==> config.mk <==
export PLATFORM = sky130hd
export DESIGN_NAME = dec_digit_emit
export DESIGN_NICKNAME = d
export VERILOG_FILES = /design/src/rtl/dec_digit_emit.sv
export SDC_FILE = /design/constraint.sdc
export NUM_CORES = 1
export LEC_CHECK = 0
export ABC_AREA = 1
export CORE_ASPECT_RATIO = 0.8
export CORE_UTILIZATION = 40
export DETAILED_ROUTE_END_ITERATION = 7
export DONT_BUFFER_PORTS = 1
export MAX_ROUTING_LAYER = met4
export PLACE_DENSITY = 0.58
export SYNTH_ARGS = -nofsm -noshare
export SYNTH_HDL_FRONTEND = slang
export SYNTH_SLANG_ARGS = --single-unit
==> constraint.sdc <==
create_clock -name clk -period 1.55 [get_ports clk]
set_input_delay 0.2325 -clock clk [delete_from_list [all_inputs] [get_ports clk]]
set_output_delay 0.2325 -clock clk [all_outputs]
set_load 0.005 [all_outputs]
==> src/rtl/dec_digit_emit.sv <==
// dec_digit_emit: converts a binary value to BCD (double-dabble, one bit/cycle) and streams len digits MSD-first
// Optional feature macro: ASCII_OUT_EN (digit[7:4]=4'h3 for ASCII '0'..'9'; otherwise raw BCD)
// Ports:
//   clk, rst             clock, synchronous active-high reset
//   in_valid/in_ready    input handshake; in_ready only while idle and not in reset
//   in, len              binary value and its decimal digit count
//   dig_valid/dig_ready  digit handshake
//   digit                [3:0] BCD digit, [7:4] encoding prefix
//   dig_last             marks the least significant digit
//   busy                 converting or emitting
module dec_digit_emit #(
    parameter int WIDTH  = 32,
    parameter int DIGITS = 10,
    parameter int LEN_W  = 4
) (
    input  logic             clk,
    input  logic             rst,
    input  logic             in_valid,
    output logic             in_ready,
    input  logic [WIDTH-1:0] in,
    input  logic [LEN_W-1:0] len,
    output logic             dig_valid,
    input  logic             dig_ready,
    output logic [7:0]       digit,
    output logic             dig_last,
    output logic             busy
);
    localparam int CW = $clog2(WIDTH);
    localparam int BW = 4 * DIGITS;
`ifdef ASCII_OUT_EN
    localparam logic [3:0] HI = 4'h3;
`else
    localparam logic [3:0] HI = 4'h0;
`endif
    typedef enum logic [1:0] {IDLE, CONV, EMIT} state_t;
    state_t state, state_d;
    logic [WIDTH-1:0] val;
    logic [BW-1:0] bcd, adj;
    logic [CW-1:0] cnt;
    logic [LEN_W-1:0] idx, len_eff;
    logic [3:0] nib;
    always_comb begin
        adj = bcd;
        for (int i = 0; i < DIGITS; i++)
            adj[4*i +: 4] = bcd[4*i +: 4] >= 4'd5 ? bcd[4*i +: 4] + 4'd3 : bcd[4*i +: 4];
    end
    always_comb begin
        len_eff = len == '0 ? LEN_W'(1) : len > LEN_W'(DIGITS) ? LEN_W'(DIGITS) : len;
        nib = bcd[{idx, 2'b00} +: 4];
        state_d = state == IDLE ? (in_valid ? CONV : IDLE) :
                  state == CONV ? (cnt == CW'(WIDTH - 1) ? EMIT : CONV) :
                  (dig_ready && idx == '0 ? IDLE : EMIT);
        in_ready = state == IDLE && !rst;
        dig_valid = state == EMIT;
        busy = state != IDLE;
        digit = dig_valid ? {HI, nib} : 8'h00;
        dig_last = dig_valid && idx == '0;
    end
    always_ff @(posedge clk) begin
        if (rst)
            state <= IDLE;
        else
            state <= state_d;
    end
    always_ff @(posedge clk) begin
        if (rst) begin
            val <= '0;
            bcd <= '0;
            cnt <= '0;
            idx <= '0;
        end else if (state == IDLE) begin
            if (in_valid) begin
                val <= in;
                bcd <= '0;
                cnt <= '0;
                idx <= len_eff - LEN_W'(1);
            end
        end else if (state == CONV) begin
            // add-3 correction first, then shift the next value bit into the BCD LSB
            bcd <= {adj[BW-2:0], val[WIDTH-1]};
            val <= val << 1;
            cnt <= cnt + CW'(1);
        end else if (dig_ready && idx != '0) begin
            idx <= idx - LEN_W'(1);
        end
    end
endmodule
==> results by group <==
Worst setup path
  • Crit-path max FO: 16
  • Critical Path RT: 1.32 ns
  • Worst Setup End Kind: output port
  • WP data arrival: 1.45 ns
  • CP Launch Type: flop
  • Critical path class: flop to output port

Clock tree
  • Clk buf depth: 2
  • Clock root buffer: clkbuf_16
  • Clock latency on the worst-skew pair: 0.33 ns
  • Clock Pin Slew Worst Setup and Hold Paths: 0.06 ns
  • Clock sink count: 83
  • TritonCTS clock tree: built
  • H-tree Lvls: 3
  • Cts bufs inserted: 9

Drt
  • DRC Markers: 0
  • Routed WL: 11100 µm
  • DR WL/cell: 13.4 µm
  • Antenna-violating nets left: 0
  • DR vias: 4389
  • Routed vias/inst: 5.30
  • Pre-antenna DRT Iters: 5
  • Drt initial violations: 352

Power
  • Power Dens Cells: 1110 mW/mm²
  • Leakage power: 0.00200 µW
  • Worst vdd ir: 542 µV

Logic synthesis
  • Synth cell types: 27
  • Asr flop ratio synth: 0
  • Yosys top cell by area: dfxtp_1
  • Cells after synthesis: 674
  • Most frequent cell after synthesis: nand2_1
  • Flops & latches, synth: 83
  • EDFF count, synth: 0
  • Commonest cells post-synth: 178 x nand2_1, 83 x dfxtp_1, 79 x o21ai_0, 71 x a21oi_1, 57 x inv_1
  • Yosys top cell area share: 0.358
  • Sequential area share after synthesis: 0.358
  • Synth Warn #: 0
  • Mean post-synth cell area: 6.88 µm²
  • Most used DFF post-synth: dfxtp_1
  • Synthesized area: 0.00464 mm²
  • Top cells by area, synth: dfxtp_1 36%, nand2_1 14%, o21ai_0 8.5%, a21oi_1 7.7%, ha_1 6.2%

Finish
  • Layout Utilization: 0.486
  • Share of layout cells above drive strength 1: 0.133
  • Storage element area: 0.00167 mm²
  • Area of the multi-input gates: 0.00264 mm²
  • Syn-to-layout area delta: 16.0%
  • Final nets: 742
  • Filler cells: 1105
  • Final cell count without fillers: 828
  • N_diodes: 0

STA
  • Final hold violation count: 0
  • Final worst path period share: 1.09
  • Max Fclk: 593 MHz
  • RSZ-0062 raised after global routing: true
  • Skew final: 0.00253 ns
  • Period minus WS final: 1.69 ns
  • Setup ws final: -0.137 ns
  • Final setup violation count: 4
  • Max Slew Vio Count: 0

Run status
  • Run status: finished with violations
  • Failing checks: negative setup slack

GRT
  • Total grt overflow: 0
  • Vias in the first global route: 3914
  • Gr usage total: 0.199
  • Initial antenna violation count: 0
  • Largest net degree at the start of global routing: 45
  • First-pass GRT wire length: 18600 µm

Floorplanning
  • Cell row count: 34
  • Initial Utilization: 0.419
  • Die H: 98.3 µm
  • Die width: 122 µm
  • Floorplan Core Area: 0.0111 mm²
  • DIE AREA: 0.0120 mm²
  • # IOs: 52

Flow run
  • Max Cap Viol: 0

Placement
  • Dpl cells: 809
  • GPL Wtd Cong: 0.828
  • Post-DP HPWL: 7380 µm
  • Count of buffers from port buffering: 0

Worst hold path
  • Hold WC Path Type: primary input to flop
[metal layers]
layer | GRT usage | part of all wire
met2 | 0.292 | 0.45
met5 | - | 0
met1 | 0.268 | 0.49
met3 | 0.0491 | 0.057
met4 | 0.0553 | 0.012
[placed cells by master, fill, tap and decap left out, drive strengths merged, types with 10 or more instances in the layout]
cell	n
a31oi	31
clkbuf	10
o211ai	13
buf	32
ha	23
nand2	180
a21oi	71
xor2	10
dfxtp	83
inv	59
nand3	42
nor2	19
o21ai	79
[what timing repair did]
| action | 4_1_cts | 5_1_grt |
|---|---|---|
| gates cloned | 1 | 0 |
| pin swaps | 9 | 7 |
| endpoints found under the setup margin | 7 | 11 |
| hold buffers | 1 | 0 |
| resized for setup | 28 | 19 |
| setup buffers | 1 | 0 |
| endpoints found under the hold margin | 44 | 0 |
[critical path, cell delays in order, from the launching register on]
cell,delay [ns]
dfxtp_4,0.37
buf_12,0.15
a21oi_2,0.12
o21ai_1,0.07
nand3_1,0.14
nand3_2,0.11
a21oi_2,0.16
[final cells by class]
type                       instances  share of cell area
sequential                        83               0.311
inverter                          59              0.0416
timing repair buffer              32              0.0638
clock inverter                     6              0.0168
clock buffer                      10              0.0426
multi-input combinational        494               0.491
tap                              144              0.0335
[cell families after synthesis]
family,Yosys count,synth area share
buffers and inverters,100,0.0947
AO/OA/AOI/OAI,197,0.230
other,1,0.000809
adder cells (fa/ha/maj),23,0.0621
XOR/XNOR,10,0.0189
flip-flops,83,0.358
AND/OR/NAND/NOR,260,0.235
[report_power, final]
part | switching [µW] | internal [µW] | total [µW]
Clock | 899 | 1420 | 2310
Combinational | 788 | 454 | 1240
Sequential | 106 | 2310 | 2420
[stage by stage]
step                worst slack, ns  hold slack [ns]  TNS [ns]  instance area [µm²]  power, µW
detailed placement           0.0842            0.311         0                 4880       3550
CTS                          -0.137           0.0339    -0.519                 5330       6000
global route                 -0.202           0.0448    -0.752                 5380       6310
global placement              0.141            0.309         0                 4880       3530
floorplan                     0.156            0.380         0                 4650       3270
finish                       -0.137           0.0395    -0.477                 5380       5970
[registers in the layout, summed over array words and instances, names as in the netlist]
| name | flops |
|---|---|
| bcd | 40 |
| val | 32 |
| cnt | 5 |
| idx | 4 |
| state | 2 |
[worst paths after layout]
path                            cells after the start        to    start  slack [ns]
worst max-delay path                                6  digit[0]   idx[0]       -0.14
worst min-delay path                                2    val[0]    in[0]        0.04
worst min register to register                      2    val[0]   val[0]        0.46
worst max register to register                      7   bcd[26]  bcd[24]        0.13
Note: power is estimated with default switching activity, not from simulation.
